[config.mk]
export PLATFORM = sky130hd
export DESIGN_NAME = pc_sequencer
export DESIGN_NICKNAME = d
export VERILOG_FILES = /design/src/rtl/pc_seq_pkg.sv /design/src/rtl/pc_sequencer_irq_prio_enc.sv /design/src/rtl/pc_sequencer.sv
export SDC_FILE = /design/constraint.sdc
export NUM_CORES = 1
export LEC_CHECK = 0
export CORE_ASPECT_RATIO = 0.5
export CORE_MARGIN = 2
export CORE_UTILIZATION = 44
export CTS_CLUSTER_DIAMETER = 50
export DETAILED_ROUTE_END_ITERATION = 12
export PLACE_DENSITY = 0.78
export SLEW_MARGIN = 20
export SYNTH_ARGS = -nofsm -noshare
export SYNTH_HDL_FRONTEND = slang
export SYNTH_SLANG_ARGS = --single-unit
export TNS_END_PERCENT = 1
[constraint.sdc]
create_clock -name clk -period 3.76 [get_ports clk]
set_input_delay 0.94 -clock clk [delete_from_list [all_inputs] [get_ports clk]]
set_output_delay 0.94 -clock clk [all_outputs]
set_load 0.01 [all_outputs]
[src/rtl/pc_seq_pkg.sv]
// ============================================================================
// Module      : pc_seq_pkg
// Description : Shared pc_src encodings and default vectors for pc_sequencer.
// Revision    : 1.0 - initial release
// ============================================================================
`default_nettype none

package pc_seq_pkg;

    localparam logic [2:0] PCSRC_SEQ  = 3'b000;
    localparam logic [2:0] PCSRC_BR   = 3'b001;
    localparam logic [2:0] PCSRC_J    = 3'b010;
    localparam logic [2:0] PCSRC_JR   = 3'b011;
    localparam logic [2:0] PCSRC_ERET = 3'b100;
    localparam logic [2:0] PCSRC_EXC  = 3'b101;

    localparam logic [31:0] DEF_RESET_VEC = 32'h0000_0000;
    localparam logic [31:0] DEF_IRQ_VEC   = 32'h8000_0004;
    localparam logic [31:0] DEF_EXC_VEC   = 32'h8000_0008;

endpackage

`default_nettype wire

[src/rtl/pc_sequencer_irq_prio_enc.sv]
// ============================================================================
// Module      : irq_prio_enc
// Description : Lowest-index-first priority encoder over enabled, unmasked
//               pending interrupts; one-hot ack plus an any flag.
// Revision    : 1.0 - initial release
// ============================================================================
`default_nettype none

module irq_prio_enc #(
    parameter int N_IRQ = 4
) (
    input  logic [N_IRQ-1:0] pending,
    input  logic [N_IRQ-1:0] mask,
    input  logic             enable,
    output logic [N_IRQ-1:0] ack,
    output logic             any
);

    logic [N_IRQ-1:0] w_req;

    assign w_req = pending & mask & {N_IRQ{enable}};
    // Two's-complement trick isolates the lowest set bit.
    assign ack   = w_req & (~w_req + N_IRQ'(1));
    assign any   = |w_req;

endmodule

`default_nettype wire

[src/rtl/pc_sequencer.sv]
// ============================================================================
// Module      : pc_sequencer
// Description : Registered PC / EPC / kernel-bit sequencer with edge-latched,
//               maskable, prioritised interrupts. Define PC_SEQ_IRQ_SYNC_EN to
//               put a 2-flop synchroniser in front of the irq edge detector.
// Revision    : 1.0 - initial release
// ============================================================================
`default_nettype none

module pc_sequencer
    import pc_seq_pkg::*;
#(
    parameter int                ADDR_W    = 32,
    parameter int                N_IRQ     = 4,
    parameter logic [ADDR_W-1:0] RESET_VEC = ADDR_W'(DEF_RESET_VEC),
    parameter logic [ADDR_W-1:0] IRQ_VEC   = ADDR_W'(DEF_IRQ_VEC),
    parameter logic [ADDR_W-1:0] EXC_VEC   = ADDR_W'(DEF_EXC_VEC)
) (
    input  logic              clk,
    input  logic              reset,
    input  logic              stall,
    input  logic [2:0]        pc_src,
    input  logic              branch_taken,
    input  logic [15:0]       br_imm,
    input  logic [25:0]       jump_idx,
    input  logic [ADDR_W-1:0] jr_target,
    input  logic [N_IRQ-1:0]  irq,
    input  logic              mask_we,
    input  logic [N_IRQ-1:0]  mask_wdata,
    output logic [ADDR_W-1:0] pc,
    output logic [ADDR_W-1:0] pc_plus4,
    output logic [ADDR_W-1:0] epc,
    output logic              kernel,
    output logic              irq_taken,
    output logic [N_IRQ-1:0]  irq_ack
);

    logic [ADDR_W-1:0] pc_q, pc_d;
    logic [ADDR_W-1:0] epc_q, epc_d;
    logic [N_IRQ-1:0]  pending_q, pending_d;
    logic [N_IRQ-1:0]  mask_q, mask_d;
    logic [N_IRQ-1:0]  irq_prev_q;
    logic [N_IRQ-1:0]  w_irq_s;

`ifdef PC_SEQ_IRQ_SYNC_EN
    logic [N_IRQ-1:0] sync1_q, sync2_q;

    always_ff @(posedge clk or negedge reset) begin
        if (!reset) begin
            sync1_q <= '0;
            sync2_q <= '0;
        end else begin
            sync1_q <= irq;
            sync2_q <= sync1_q;
        end
    end

    assign w_irq_s = sync2_q;
`else
    assign w_irq_s = irq;
`endif

    logic [ADDR_W-2:0] w_low_plus4;
    logic [ADDR_W-1:0] w_pc_plus4;
    logic [ADDR_W-1:0] w_br_off;
    logic [ADDR_W-1:0] w_br_sum;
    logic [ADDR_W-1:0] w_br_target;
    logic [ADDR_W-1:0] w_j_target;
    logic              w_enable;

    // Increment stays inside the current half of the address space.
    assign w_low_plus4 = pc_q[ADDR_W-2:0] + (ADDR_W-1)'(4);
    assign w_pc_plus4  = {pc_q[ADDR_W-1], w_low_plus4};
    assign w_br_off    = {{(ADDR_W-18){br_imm[15]}}, br_imm, 2'b00};
    assign w_br_sum    = w_pc_plus4 + w_br_off;
    assign w_br_target = {pc_q[ADDR_W-1], w_br_sum[ADDR_W-2:0]};
    assign w_j_target  = ADDR_W'({w_pc_plus4[ADDR_W-1:ADDR_W-4], jump_idx, 2'b00});

    assign w_enable = ~pc_q[ADDR_W-1] & ~stall & (pc_src != PCSRC_EXC);

    irq_prio_enc #(
        .N_IRQ (N_IRQ)
    ) u_prio (
        .pending (pending_q),
        .mask    (mask_q),
        .enable  (w_enable),
        .ack     (irq_ack),
        .any     (irq_taken)
    );

    always_comb begin
        pc_d  = pc_q;
        epc_d = epc_q;
        if (!stall) begin
            if (pc_src == PCSRC_EXC) begin
                pc_d  = EXC_VEC;
                epc_d = w_pc_plus4;
            end else if (irq_taken) begin
                // Squash: the interrupted instruction re-executes after eret.
                pc_d  = IRQ_VEC;
                epc_d = pc_q;
            end else begin
                case (pc_src)
                    PCSRC_ERET: pc_d = epc_q;
                    PCSRC_JR:   pc_d = jr_target;
                    PCSRC_J:    pc_d = w_j_target;
                    PCSRC_BR:   pc_d = branch_taken ? w_br_target : w_pc_plus4;
                    default:    pc_d = w_pc_plus4;
                endcase
            end
        end
    end

    // A fresh edge on an acked line re-arms it in the same cycle.
    assign pending_d = (pending_q & ~irq_ack) | (w_irq_s & ~irq_prev_q);
    assign mask_d    = mask_we ? mask_wdata : mask_q;

    always_ff @(posedge clk or negedge reset) begin
        if (!reset) begin
            pc_q       <= RESET_VEC;
            epc_q      <= '0;
            pending_q  <= '0;
            mask_q     <= '1;
            irq_prev_q <= '0;
        end else begin
            pc_q       <= pc_d;
            epc_q      <= epc_d;
            pending_q  <= pending_d;
            mask_q     <= mask_d;
            irq_prev_q <= w_irq_s;
        end
    end

    assign pc       = pc_q;
    assign pc_plus4 = w_pc_plus4;
    assign epc      = epc_q;
    assign kernel   = pc_q[ADDR_W-1];

endmodule

`default_nettype wire

==> impl_metrics.toml <==
[clocking]
clk_pin_slew_ns = 0.07
cts_root_buf = "clkbuf_16"
cts_max_level = 3
clk_latency_ns = 0.35
numCtsBuffers = 9
clockBufferDepth = 2
hold_buffers = 0
cts_tree = "done"
cts_sinks = 76

[timing]
max-slew-margin-rel = 0.446
rsz0062_at_grt = "yes"
final.setup.tns_ns = -0.0181
finalMaxSlewViolations = 0
worstMarginPinSlew_ns = 0.825
fin_crit_ns = 3.78
hold_ws_ns = 0.427
clock_skew_ns = 0.0102
timing.final.hold_violations = 0
setup_viol = 1
fmax_mhz = 265
fin_ws_ns = -0.0181
finalCritPeriodShare = 1.00

[outcome]
status = "finished with violations"
violations = "negative setup slack"

[min_path]
hold_depth = 1
min_to = "pending_q[2]"
worstHoldStart = "irq_prev_q[2]"
hold_class = "flop to flop"

[grt]
antenna_found_initial = 0
grt_first_pass_wirelength_mm = 38.3
grt_max_degree = 77
first_global_vias = 7102
grt_use_total = 0.304
grt_overflow_total = 0

[floorplan]
io_pins = 192
fp.dieW_um = 176
initial_core_util = 0.450
die_h_um = 90.0
die_area_mm2 = 0.0159
rows = 31
core_area_mm2 = 0.0145

[layout]
antenna_cells = 0
syn2layout_area_growth_pct = 56.3
fin_area_mm2 = 0.0102
layout_common_cells = "clkdlybuf4s50_1, buf_4, nor2_1"
final_nets = 1212
final_common_cell = "clkdlybuf4s50_1"
drive_above_1_share = 0.237

[yosys]
synth_ff_type = "dfrtp_1"
synth_edf_count = 0
yosys_warnings = 0
synth_cell_types = 75
async_reset_ff_frac = 1.00
avgSynthCellArea_um2 = 8.36
syn_nets = 904
syn_inst = 779
syn_area_mm2 = 0.00651
ys_seq_area_frac = 0.293
ys_seq_elements = 76

[drt]
detail-route-antenna-nets = 0
wl_per_cell_um = 19.4
drc = 0
drt-vias-per-instance = 5.83
vias = 7518
drt_iter0_drc = 730
wl_mm = 25.1
dr.pass1.iters = 7

[critical_path]
worst_setup_path_end_kind = "output pin"
cp_data_required_time_ns = 2.82
r2r_cells = 17
arrival_ns = 2.84
crit_path_top_delay_cell = "clkdlybuf4s50_1"
critPathLaunchType = "flop"
path_class = "flop to output pin"
path_cells = "nand4_1, buf_4, nor3_4, and2_4, nand3_4, nor2_1, xor2_1, buf_4, clkdlybuf4s50_1"
r2r-start = "pc[3]"
crit_fanout = 4
r2r_end = "pc[22]"
cp_common_cell = "buf_4"
r2r_setup_slack_ns = 0.02
cpPeakStageDelay_ns = 0.53

[placed_design]
placed_area_mm2 = 0.00953
hpwl_mm = 18.4
portBuffers = 191
routabilityCongestion = 0.942
pre_cts_ws_ns = -0.233

[pwr]
power_density_mw_per_mm2 = 510
p_leak_nw = 4.46
ir_worst_vdd_v = 0.000262

[flow_run]
maxCapViolations = 0
sequential cells by signal, indices dropped and copies added, names as in the netlist:
signal	count
epc	32
irq_prev_q	4
mask_q	4
pc	32
pending_q	4
cell usage after synthesis (all sizes together), types with 13 or more instances:
| library cell | count | share of area |
|---|---|---|
| dfrtp | 72 | 0.28 |
| a21o | 15 | 0.017 |
| inv | 23 | 0.013 |
| xnor2 | 41 | 0.055 |
| nand2 | 73 | 0.042 |
| nor3 | 19 | 0.019 |
| mux2 | 24 | 0.041 |
| ha | 34 | 0.065 |
| xor2 | 34 | 0.046 |
| nand3 | 23 | 0.021 |
| a21oi | 74 | 0.058 |
| o21ai | 54 | 0.041 |
| clkbuf | 29 | 0.022 |
| buf | 15 | 0.013 |
| nor2 | 82 | 0.048 |
| a222oi | 15 | 0.023 |
| a22o | 13 | 0.017 |
through the flow:
step                      power, mW  std cells  utilization
after floorplan                2.66        779            -
after global placement         4.08       1263        0.659
after detailed placement       4.12       1263        0.659
after CTS                      5.04       1281        0.683
after global routing           5.47       1290        0.704
final                          5.19       1290        0.704
layer usage:
layer	track usage	routed length, um	up-vias
met5	0	0	-
met4	0.0744	503	0
met3	0.0567	1870	55
met2	0.492	11800	365
met1	0.420	10900	3628
li1	-	-	3470
cells by family (layout without fill, tap and decap cells):
| group | after synthesis | after routing | synth area share |
|---|---|---|---|
| compound gates | 252 | 252 | 0.261 |
| simple gates | 242 | 242 | 0.176 |
| xor+xnor | 75 | 75 | 0.101 |
| flops | 76 | 76 | 0.293 |
| buf+inv | 68 | 381 | 0.0488 |
| fa+ha+maj | 35 | 35 | 0.0684 |
| mux | 31 | 31 | 0.0522 |
where the power goes:
group | internal, mW | switching, mW
Combinational | 1.58 | 1.40
Clock | 0.466 | 0.428
Sequential | 1.06 | 0.262
worst max-delay path: cells and delay by family (launching register included):
kind                      cells  cell delay (ns)
and+or+nand+nor               5             0.84
xor gates and xnor gates      1             0.29
DFF                           1             0.42
buffers and inverters         3             0.91
worst max path at each step:
| stage | from | to | slack (ns) | cells after the start |
|---|---|---|---|---|
| after CTS | pc[2] | pc[22] | -0.02 | 14 |
| final | pc[3] | pc_plus4[25] | -0.02 | 9 |
| after floorplan | pc[2] | pc[19] | -0.05 | 16 |
| after detailed placement | br_imm[0] | pc[22] | -0.23 | 14 |
| after global routing | pc[3] | pc[25] | -0.16 | 18 |
| after global placement | br_imm[0] | pc[22] | -0.17 | 14 |
area by class of cell:
| type | instances | area (um^2) |
|---|---|---|
| sequential | 76 | 1910 |
| clock buffer | 9 | 225 |
| clock inverter | 7 | 65.1 |
| tap | 198 | 248 |
| multi-input combinational | 635 | 4560 |
| timing repair buffer | 341 | 3080 |
| inverter | 24 | 90.1 |
| fill | 1097 | 4290 |
repair_timing:
item	CTS	global route
pin swaps	3	11
gates resized for setup	16	42
setup buffers	2	8
setup endpoints to repair	17	22
Note: power is estimated with default switching activity, not from simulation.
